`config.mk`:
```
export PLATFORM = sky130hd
export DESIGN_NAME = adxl345_spi_responder
export DESIGN_NICKNAME = d
export VERILOG_FILES = /design/src/rtl/adxl345_spi_responder.sv
export SDC_FILE = /design/constraint.sdc
export NUM_CORES = 1
export LEC_CHECK = 0
export BUFFER_PORTS_ARGS = -buffer_cell sky130_fd_sc_hd__buf_2
export CAP_MARGIN = 40
export CORE_ASPECT_RATIO = 0.7
export CORE_MARGIN = 2
export CORE_UTILIZATION = 60
export DETAILED_ROUTE_END_ITERATION = 10
export PLACE_DENSITY = 0.91
export REMOVE_ABC_BUFFERS = 1
export SYNTH_ARGS = -nofsm -noshare
export SYNTH_HDL_FRONTEND = slang
export SYNTH_SLANG_ARGS = --single-unit
```
`constraint.sdc`:
```
create_clock -name sys_clk -period 4.48 [get_ports sys_clk]
set_input_delay 0.224 -clock sys_clk [delete_from_list [all_inputs] [get_ports sys_clk]]
set_output_delay 0.224 -clock sys_clk [all_outputs]
set_load 0.005 [all_outputs]
```
`src/rtl/adxl345_spi_responder.sv`:
```
// ADXL345 register-interface emulator: SPI mode 3 responder that serves DEVID,
// the three configuration registers and a coherent snapshot of x/y/z samples.
// All SPI pins are oversampled in the sys_clk domain.
`timescale 1ns/1ps
module adxl345_spi_responder #(
  parameter int          SYNC_STAGES = 2,
  parameter logic [7:0]  DEVID_VALUE = 8'hE5
) (
  input  logic        sys_clk,
  input  logic        rst_n,
  input  logic        spi_sclk,
  input  logic        spi_cs,
  input  logic        spi_mosi,
  output logic        spi_miso,
  output logic        spi_miso_oe,
  input  logic [15:0] x_axis,
  input  logic [15:0] y_axis,
  input  logic [15:0] z_axis,
  output logic [7:0]  bw_rate,
  output logic [7:0]  power_ctl,
  output logic [7:0]  data_format,
  output logic        wr_strobe,
  output logic [5:0]  wr_addr,
  output logic [7:0]  wr_data
);

  typedef enum logic [1:0] {IDLE, CMD, DATA} state_t;

  localparam logic [5:0] ADDR_DEVID   = 6'h00;
  localparam logic [5:0] ADDR_BW_RATE = 6'h2C;
  localparam logic [5:0] ADDR_PWR_CTL = 6'h2D;
  localparam logic [5:0] ADDR_DATA_FMT = 6'h31;

  // The extra top bit of the sclk/cs pipes holds the previous synchronised
  // sample, so edge detection compares the last two synchronised values.
  logic [SYNC_STAGES:0]   sclk_pipe;
  logic [SYNC_STAGES:0]   cs_pipe;
  logic [SYNC_STAGES-1:0] mosi_pipe;

  logic sclk_s, sclk_p, cs_s, cs_p, mosi_s;
  logic sclk_rise, sclk_fall, cs_rise, cs_fall;

  state_t      state_q, state_d;
  logic [2:0]  bit_cnt;
  logic [6:0]  shift_in;
  logic [7:0]  shift_out;
  logic [5:0]  addr_q;
  logic        rnw_q;
  logic        mb_q;
  logic [47:0] shadow;

  logic [5:0]  cmd_addr;
  logic [7:0]  byte_in;
  logic [5:0]  next_addr;
  logic        byte_done;

  // Synchronise the SPI pins; preset to the idle (high) level.
  always_ff @(posedge sys_clk or negedge rst_n) begin
    if (!rst_n) begin
      sclk_pipe <= '1;
      cs_pipe   <= '1;
      mosi_pipe <= '1;
    end else begin
      // NOTE: sequential state always uses <= so every flop samples the
      // pre-edge value of its neighbours; blocking here would collapse the chain.
      sclk_pipe <= {sclk_pipe[SYNC_STAGES-1:0], spi_sclk};
      cs_pipe   <= {cs_pipe[SYNC_STAGES-1:0], spi_cs};
      mosi_pipe <= {mosi_pipe[SYNC_STAGES-2:0], spi_mosi};
    end
  end

  assign sclk_s = sclk_pipe[SYNC_STAGES-1];
  assign sclk_p = sclk_pipe[SYNC_STAGES];
  assign cs_s   = cs_pipe[SYNC_STAGES-1];
  assign cs_p   = cs_pipe[SYNC_STAGES];
  assign mosi_s = mosi_pipe[SYNC_STAGES-1];

  // SCLK edges only count while cs is low; this also lets a cs rise win over
  // an SCLK edge seen in the same cycle.
  assign cs_fall   =  cs_p & ~cs_s;
  assign cs_rise   = ~cs_p &  cs_s;
  assign sclk_rise = ~cs_s &  sclk_s & ~sclk_p;
  assign sclk_fall = ~cs_s & ~sclk_s &  sclk_p;

  assign cmd_addr  = {shift_in[4:0], mosi_s};
  assign byte_in   = {shift_in, mosi_s};
  assign next_addr = mb_q ? addr_q + 6'd1 : addr_q;
  assign byte_done = sclk_rise && (bit_cnt == 3'd7);

  // Read-side register map.
  function automatic logic [7:0] reg_read(input logic [5:0] a);
    case (a)
      ADDR_DEVID:    reg_read = DEVID_VALUE;
      ADDR_BW_RATE:  reg_read = bw_rate;
      ADDR_PWR_CTL:  reg_read = power_ctl;
      ADDR_DATA_FMT: reg_read = data_format;
      6'h32:         reg_read = shadow[7:0];
      6'h33:         reg_read = shadow[15:8];
      6'h34:         reg_read = shadow[23:16];
      6'h35:         reg_read = shadow[31:24];
      6'h36:         reg_read = shadow[39:32];
      6'h37:         reg_read = shadow[47:40];
      default:       reg_read = 8'h00;
    endcase
  endfunction

  // Transaction state register.
  always_ff @(posedge sys_clk or negedge rst_n) begin
    if (!rst_n) state_q <= IDLE;
    else        state_q <= state_d;
  end

  // Next-state logic: cs rise aborts from anywhere.
  always_comb begin
    // NOTE: default first so every path assigns state_d and no latch is inferred.
    state_d = state_q;
    if (cs_rise) begin
      state_d = IDLE;
    end else begin
      case (state_q)
        IDLE:    if (cs_fall)   state_d = CMD;
        CMD:     if (byte_done) state_d = DATA;
        DATA:    state_d = DATA;
        default: state_d = IDLE;
      endcase
    end
  end

  // Datapath: shifting, register file, MISO drive and write reporting.
  always_ff @(posedge sys_clk or negedge rst_n) begin
    if (!rst_n) begin
      // NOTE: the shadow and shift registers are reset too, even though each
      // transaction reloads them, so reads never expose X after power-up.
      bit_cnt     <= '0;
      shift_in    <= '0;
      shift_out   <= '0;
      addr_q      <= '0;
      rnw_q       <= 1'b0;
      mb_q        <= 1'b0;
      shadow      <= '0;
      bw_rate     <= 8'h0A;
      power_ctl   <= 8'h00;
      data_format <= 8'h00;
      spi_miso    <= 1'b1;
      spi_miso_oe <= 1'b0;
      wr_strobe   <= 1'b0;
      wr_addr     <= '0;
      wr_data     <= '0;
    end else begin
      wr_strobe <= 1'b0;
      if (cs_rise) begin
        spi_miso_oe <= 1'b0;
        spi_miso    <= 1'b1;
        bit_cnt     <= '0;
      end else begin
        case (state_q)
          IDLE: begin
            if (cs_fall) begin
              shadow  <= {z_axis, y_axis, x_axis};
              bit_cnt <= '0;
            end
          end
          CMD: begin
            if (sclk_rise) begin
              shift_in <= {shift_in[5:0], mosi_s};
              bit_cnt  <= bit_cnt + 3'd1;
              if (bit_cnt == 3'd7) begin
                rnw_q     <= shift_in[6];
                mb_q      <= shift_in[5];
                addr_q    <= cmd_addr;
                shift_out <= reg_read(cmd_addr);
              end
            end
          end
          DATA: begin
            if (sclk_fall && rnw_q) begin
              spi_miso_oe <= 1'b1;
              spi_miso    <= shift_out[7];
              shift_out   <= {shift_out[6:0], 1'b0};
            end
            if (sclk_rise) begin
              shift_in <= {shift_in[5:0], mosi_s};
              bit_cnt  <= bit_cnt + 3'd1;
              if (bit_cnt == 3'd7) begin
                if (!rnw_q) begin
                  case (addr_q)
                    ADDR_BW_RATE:  bw_rate     <= byte_in;
                    ADDR_PWR_CTL:  power_ctl   <= byte_in;
                    ADDR_DATA_FMT: data_format <= byte_in;
                    default: ;
                  endcase
                  if (addr_q inside {ADDR_BW_RATE, ADDR_PWR_CTL, ADDR_DATA_FMT}) begin
                    wr_strobe <= 1'b1;
                    wr_addr   <= addr_q;
                    wr_data   <= byte_in;
                  end
                end
                addr_q    <= next_addr;
                shift_out <= reg_read(next_addr);
              end
            end
          end
          default: ;
        endcase
      end
    end
  end

endmodule

```
======== Yosys cells after proc, flatten, opt, wreduce, memory -nomap -nowiden ========
Index checks and enable logic that the tools add are counted.
Widths: inputs -> output; s select.
cells by class
  add/subtract/negate cells ............... 2
  equality and inequality tests ........... 31
  mux-type cells .......................... 34
  bitwise logic cells ..................... 12
  reductions and logical operators ........ 23
operators with widths
  operator             number
  $pmux 8 s10          2
  $eq 6x6->1 const B   21
  $mux 8               5
  $mux 6               5
  $reduce_and 6->1     5
  $pmux 8 s2           1
  $logic_not 6->1      2
  $mux 1               12
  $pmux 6 s2           1
  $mux 3               3
  $reduce_and 3->1     3
  $ne 2x2->1 const B   4
  $reduce_and 4->1     2
  $add 6x1->6 const B  1
  $and 1x1->1          6
  $mux 2               3
  $ne 3x3->1 const B   2
  $not 1->1            6
  $pmux 2 s3           1
  $pmux 3 s2           1
  $reduce_bool 2->1    3
  $reduce_bool 3->1    2
  $reduce_and 2->1     2
  $add 3x1->3 const B  1
  other kinds (7)      8
storage, ports and cells
  register bits ........................... 125
  input port bits ......................... 53

======== Logic depth before layout (Yosys ltp) ========
Gate-level depths: netlist (run 1).
  depth after elaboration ................. 8
  depth in mapped cells ................... 12
  mapped depth without buffers ............ 8

======== Worst setup path before layout (run 1) ========
OpenSTA, ideal clock, no wires.
  path type ............................... register -> register
  from .................................... register addr_q[1]
  to ...................................... register shift_out[7]
  arrival ................................. 2.592 ns
  setup slack ............................. 1.762 ns
  stages on the path, launching flop included .. 13
  buffers on the path ..................... 4
  clock period less this slack ............ 2.718 ns
  cell sequence ........................... dfrtp_1 buf_4 buf_2 inv_1 ha_1 buf_4 nand2b_1 mux2i_1 buf_2 a221o_1 a221oi_1 a21oi_1 o32a_1
between the ends
  word-level cells in the longest chain between the ends .. 7
  elaborated cells on any way between the ends .. 16
  classes of those cells .................. 1 x add/sub; 9 x eq/ne; 5 x mux; 1 x reduce/logical
RTL lines
  what                                           line  text
  from (decl)                                    47    logic [5:0] addr_q;
  from (signal assigned)                         170   addr_q <= cmd_addr;
  from (signal assigned)                         198   addr_q <= next_addr;
  $add 6x1->6                                    87    assign next_addr = mb_q ? addr_q + 6'd1 : addr_q;
  $mux 6 (*)                                     87
  $eq 6x6->1 or $logic_not 6->1 (tied branches)  92    case (a)
  $pmux 8 s10 (*)                                92
  $mux 8 (*)                                     184   if (bit_cnt == 3'd7) begin
  $mux 8 (*)                                     181   if (sclk_rise) begin
  $pmux 8 s2 (*)                                 156   case (state_q)
  to (signal assigned)                           171   shift_out <= reg_read(cmd_addr);
  to (signal assigned)                           179   shift_out <= {shift_out[6:0], 1'b0};
  to (signal assigned)                           199   shift_out <= reg_read(next_addr);
  to (decl)                                      46    logic [7:0] shift_out;
Mark *: on every way between the ends. The rest lies on a longest branch, timed or not.
A chain may end at the register's enable or synchronous reset.

======== Worst setup path in the final report (run 1) ========
  from .................................... register addr_q[1]
  to ...................................... register shift_out[1]
Same word-level chain as after synthesis.

==> results of run 1 <==
==> power by group through the flow <==
stage	Clock (mW)	Combinational [mW]	Sequential, mW
4_1_cts	1.41	1.75	1.91
3_5_place_dp	0	1.72	1.92
3_3_place_gp	0	1.62	1.89
6_report	1.41	1.79	1.94
5_1_grt	1.46	1.91	1.96
2_1_floorplan	0	1.27	1.77
==> worst paths after layout <==
path / slack, ps / to / start / depth (start not counted)
worst min register to register: 360 / sclk_pipe[1]$_DFF_PN1_ / sclk_pipe[0]$_DFF_PN1_ / 0
worst min-delay path: 30 / shadow[28]$_DFFE_PN0P_ / y_axis[12] / 2
max in group asynchronous: 3530 / shift_out[1]$_DFFE_PN0P_ / rst_n / 3
min in group asynchronous: 160 / shift_in[5]$_DFFE_PN0P_ / rst_n / 2
worst max register to register: 950 / shift_out[1]$_DFFE_PN0P_ / addr_q[1]$_DFFE_PN0P_ / 10
worst max-delay path: 950 / shift_out[1]$_DFFE_PN0P_ / addr_q[1]$_DFFE_PN0P_ / 10
==> cell families (layout without fill, tap and decap cells) <==
family / after synthesis / after routing / share of synthesized area [%]
DFF: 125 / 125 / 44.6
and+or+nand+nor: 146 / 146 / 10.7
adders and majority gates: 10 / 10 / 1.78
buffers and inverters: 52 / 154 / 3.43
xor gates and xnor gates: 4 / 4 / 0.711
muxes: 147 / 147 / 24.3
AOI/OAI and AO/OA: 134 / 134 / 14.4
==> timing repair <==
action,4_1_cts,5_1_grt
hold buffers,4,0
gates resized for setup,0,0
endpoints found under the hold margin,67,0
==> registers in the layout, indices dropped and copies added, names as in the netlist, 7 cells and up <==
register,flops
shadow,48
bw_rate,8
data_format,8
power_ctl,8
shift_out,8
wr_data,8
shift_in,7
==> worst max-delay path, stage by stage (launching register included) <==
cell      delay, ps
dfrtp_1         830
inv_1           190
ha_1            330
buf_4           260
nand2b_1        240
mux2i_1         260
buf_4           260
a221o_1         350
a221o_1         350
o221ai_1        180
a31oi_1         130
==> cells in the final DEF (no fill, tap or decap), types with 4 or more instances in the layout <==
cell type,Yosys,layout
dfrtp_1,114,114
buf_2,10,92
mux2_2,84,84
nand2_1,60,59
mux2i_1,52,52
nor2_1,24,24
o21ai_0,23,23
clkbuf_16,0,17
a21oi_1,16,16
inv_1,12,12
a22o_1,11,11
mux4_2,11,11
dfstp_2,11,11
buf_4,5,11
nand3_1,10,10
o22ai_1,10,10
nand2b_1,10,10
ha_1,10,10
a22oi_1,9,9
nor3_1,7,7
o22a_1,7,7
a31oi_1,7,7
nand3b_1,5,5
a21o_1,5,5
a221oi_1,5,5
a221o_1,4,4
o221ai_1,4,4
dlygate4sd3_1,0,4
==> layer usage <==
layer  track usage (%)  vias to the layer above  wire, um  share of wire [%]
met5                 0                        -         0                  0
met4              12.9                        0       635                3.1
met3              10.0                       72      2340                 11
met2              53.3                      388      9460                 46
met1              44.9                     2925      8270                 40
li1                  -                     2505         -                  -
==> stage by stage <==
step	cells	cell area (um^2)	utilization, %	worst slack [ps]	total power [mW]
3_3_place_gp	838	7590	65.6	1150	3.51
6_report	877	8290	71.7	955	5.14
4_1_cts	877	8290	71.7	1000	5.07
2_1_floorplan	579	6850	-	1120	3.04
5_1_grt	877	8290	71.7	772	5.33
3_5_place_dp	841	7640	66.1	1060	3.64
==> final cells by class <==
type,instances,area (um^2)
repair buffers,109,631
fillers,850,3270
well taps,157,196
clock buffers,20,467
inverters,13,48.8
multi-input cells,441,3670
clock inverters,12,136
flip-flops and latches,125,3140
==> Yosys cell counts, types with 3 or more instances <==
cell	n
dfrtp_1	114
a31o_2	3
nand3_1	10
a221o_1	4
nand4_1	3
dfstp_2	11
o21a_1	3
o21ai_0	23
mux2_2	84
a22o_1	11
nor3_1	7
buf_4	5
ha_1	10
nand3b_1	5
o32a_1	3
a21oi_1	16
buf_2	10
nand2_1	60
a31oi_1	7
a21o_1	5
mux4_2	11
o221ai_1	4
o22ai_1	10
a22oi_1	9
nand4b_1	3
o22a_1	7
inv_1	12
a2bb2oi_1	3
a221oi_1	5
and3_1	3
clkbuf_1	20
mux2i_1	52
nor2_1	24
nand2b_1	10
==> qor.csv, run 1 <==
metric,value,unit
Post-synth ARST share,100,%
Sw Share,38.2,%
Port Buffer Count,93,
largest net degree at the start of global routing,72,
cell taking the most area after synthesis,dfrtp_1,
Setup CP Type,flop to flop,
CTS tree,done,
Die Area,12600,um^2
minimum clock period,3530,ps
vias in the first global route,5894,
clock root cell,clkbuf_16,
final setup TNS,0,ps
RSZ-0062 raised after global routing,false,
top-area cell type share of the netlist area,40.5,%
CTS max path bufs,2,
VDD IR max,407,uV
antenna cells,0,
core area,11600,um^2
drt total wl,20700,um
Clk pwr share,27.4,%
TritonRoute pass-1 iters,5,
Leakage,3.75,nW
Worst-Margin Slew,989,ps
FMAX,0.284,GHz
synthesized flop and latch total,125,
DP HPWL,14000,um
crit path capture type,flop,
Std-Cell Rows,33,
sequential element share of the synthesized area,44.6,%
CP Data Required Time,4760,ps
Post-DRT Antenna Nets,0,
Cells after Synth,618,
number of CTS-inserted buffers,17,
WL per Instance,23.6,um
grt ovf,0,
final hold violations,0,
pwr/cell area,620,nW/um^2
Comb power frac,34.8,%
die width,133,um
DR vias/cell,6.72,
synthesized cell area,7040,um^2
Post-synth EDFFs,0,
first-pass GRT wire length,32300,um
largest cells by area after synthesis,"dfrtp_1 (41%), mux2_2 (13%), mux2i_1 (7.4%)",
layout cells sized above 1,36.8,%
Yosys warning count,0,
library cells used by synthesis,72,
final slew viol count,0,
Nets,770,
outcome,finished clean,
# DRC,0,
area growth from synthesis to layout,17.7,%
critical path launch point type,flop,
Initial Util,60.9,%
Flop pwr share,37.8,%
Max-Cap Viols,0,
Min-Delay Path Class,input pin to flop,
Internal Power,3.18,mW
Sink Count,125,
First DRT Iteration DRCs,884,
net switching power,1.96,mW
total setup buffers inserted after CTS,0,
Slew headroom,34.0,%
Post-Syn Area per Cell,11.4,um^2
H-tree Lvls,4,
CP Data Arrival Time,3810,ps
period utilisation layout,78.7,%
crit path max fanout,19,
GRT Total Usage,33.9,%
number of antenna violations at the first check in global routing,0,
vias,5890,
final setup vio count,0,
Fin Hold WS,28.6,ps
# IOs,94,
"CTS clk-pin slew, worst paths",60,ps
Routability Congestion,0.976,
skew final,9.09,ps
die height,94.6,um
Worst-Skew Late Latency,420,ps
"Top FF cell, synth",dfrtp_1,
Power figures use the tool's default switching activity.
==> run 2: changes to the inputs <==
Settings changed: CORE_UTILIZATION 60 to 58, PLACE_DENSITY 0.91 to 0.88.
Clock period 4.48 ns to 3.32 ns, I/O delays scaled along.
==> qor.csv, run 2 (synthesis gave the netlist of run 1 again) <==
metric,value,unit
max incr delay on CP,490,ps
Critical-path top delay cell,o311ai_4,
crit path capture type,flop,
H-tree Lvls,4,
GRT Total Usage,35.3,%
Max-Cap Viols,0,
max FFs per register,48,
Worst-Skew Late Latency,410,ps
Port Buffer Count,93,
Crit path buffers/inverters,1,
Leakage,3.96,nW
Min-Delay Path Class,input pin to flop,
number of CTS-inserted buffers,17,
TritonRoute pass-1 iters,5,
antenna cells,0,
crit path max fanout,26,
DR vias/cell,6.51,
vias in the first global route,5933,
Worst Reg2Reg Path Length in Cells,8,
outcome,finished clean,
die height,96.2,um
layout cells sized above 1,35.0,%
CP Data Arrival Time,3210,ps
final instance area,8770,um^2
critical path launch point type,flop,
# IOs,94,
most frequent cells in the layout,"dfrtp_1 (114), buf_2 (92), mux2_2 (84), nand2_1 (59), mux2i_1 (52)",
Pwr Total,7.00,mW
"CTS clk-pin slew, worst paths",60,ps
RSZ-0062 raised after global routing,false,
DP Cell Count,845,
largest net degree at the start of global routing,69,
CTS max path bufs,2,
DP HPWL,14900,um
# DRC,0,
CP top delay family,compound AO/OA/AOI/OAI gates,
first-pass GRT wire length,34000,um
CP Data Required Time,3620,ps
FF/Latch Area,3140,um^2
CTS tree,done,
period utilisation layout,87.7,%
vias,6026,
Sink Count,125,
die width,136,um
multi-input logic area,3670,um^2
DP Area,7670,um^2
final setup TNS,0,ps
area growth from synthesis to layout,24.5,%
crit path cell chain,"buf_4, ha_1, xor2_2, o31ai_4, o211a_2, o311ai_4, a31oi_1, o32a_1",
final slew viol count,0,
final hold violations,0,
First DRT Iteration DRCs,505,
Crit path depth,8,
FMAX,0.343,GHz
clock root cell,clkbuf_16,
Slew headroom,39.2,%
Worst-Margin Slew,912,ps
"Core Util, Final",74.5,%
final setup vio count,0,
Post-Place Setup Slack,495,ps
Fin Hold WS,3.90,ps
core area,11800,um^2
fill cell count,779,
Initial Util,59.8,%
number of antenna violations at the first check in global routing,0,
Nets,819,
VDD IR max,455,uV
drt total wl,21800,um
"Cell Count, Final, Fillers Out",926,
Post-DRT Antenna Nets,0,
Reg with most FFs,shadow,
hold path cells,2,
"most common cell after layout, fill and taps aside",dfrtp_1,
skew final,5.62,ps
Routability Congestion,0.965,
WL per Instance,23.5,um
Die Area,13100,um^2
setup slack after layout,407,ps
Std-Cell Rows,33,
minimum clock period,2910,ps
grt ovf,0,
pwr/cell area,798,nW/um^2
Setup CP Type,flop to flop,
run 2: cell count changes in the layout (fill, tap and decap cells not counted):
cell,previous run,this run
clkinv_4,3,4
clkbuf_8,3,0
inv_6,2,4
buf_4,11,15
clkinvlp_4,3,2
dlygate4sd3_1,4,49
buf_12,1,2
buf_16,1,0
bufinv_16,2,3
run 2: layer usage:
layer | up-vias | share of wire [%] | GRT usage [%] | wire (um)
li1 | 2615 | - | - | -
met1 | 3003 | 43 | 49.2 | 9260
met2 | 350 | 46 | 55.3 | 9950
met3 | 58 | 9.2 | 7.64 | 2010
met4 | 0 | 2.5 | 12.2 | 538
met5 | - | 0 | 0 | 0
run 2: power by group:
group	internal [mW]	total, mW	switching [mW]
registers	1.95	2.52	0.569
logic	1.22	2.54	1.32
clock network	1.19	1.94	0.746
run 2: cell type report:
class,instances,area share (%)
flip-flops and latches,125,35.8
well taps,157,2.24
multi-input cells,441,41.8
clock buffers,17,4.85
inverters,13,0.557
clock inverters,15,2.11
repair buffers,158,12.6
run 2: what timing repair did:
| item | CTS | global route |
|---|---|---|
| buffers inserted | 0 | 0 |
| hold buffers | 49 | 0 |
| endpoints found under the hold margin | 112 | 0 |
| endpoints found under the setup margin | 0 | 0 |
| gates resized for setup | 0 | 0 |
run 2: final timing paths:
kind,from,to,slack (ps)
setup / recovery,addr_q[0]$_DFFE_PN0P_,shift_out[3]$_DFFE_PN0P_,410
hold / removal,z_axis[3],shadow[35]$_DFFE_PN0P_,4
setup reg to reg,addr_q[0]$_DFFE_PN0P_,shift_out[3]$_DFFE_PN0P_,410
hold reg to reg,cs_pipe[0]$_DFF_PN1_,cs_pipe[1]$_DFF_PN1_,360
max in group asynchronous,rst_n,cs_pipe[0]$_DFF_PN1_,2070
min in group asynchronous,rst_n,wr_data[0]$_DFFE_PN0P_,410
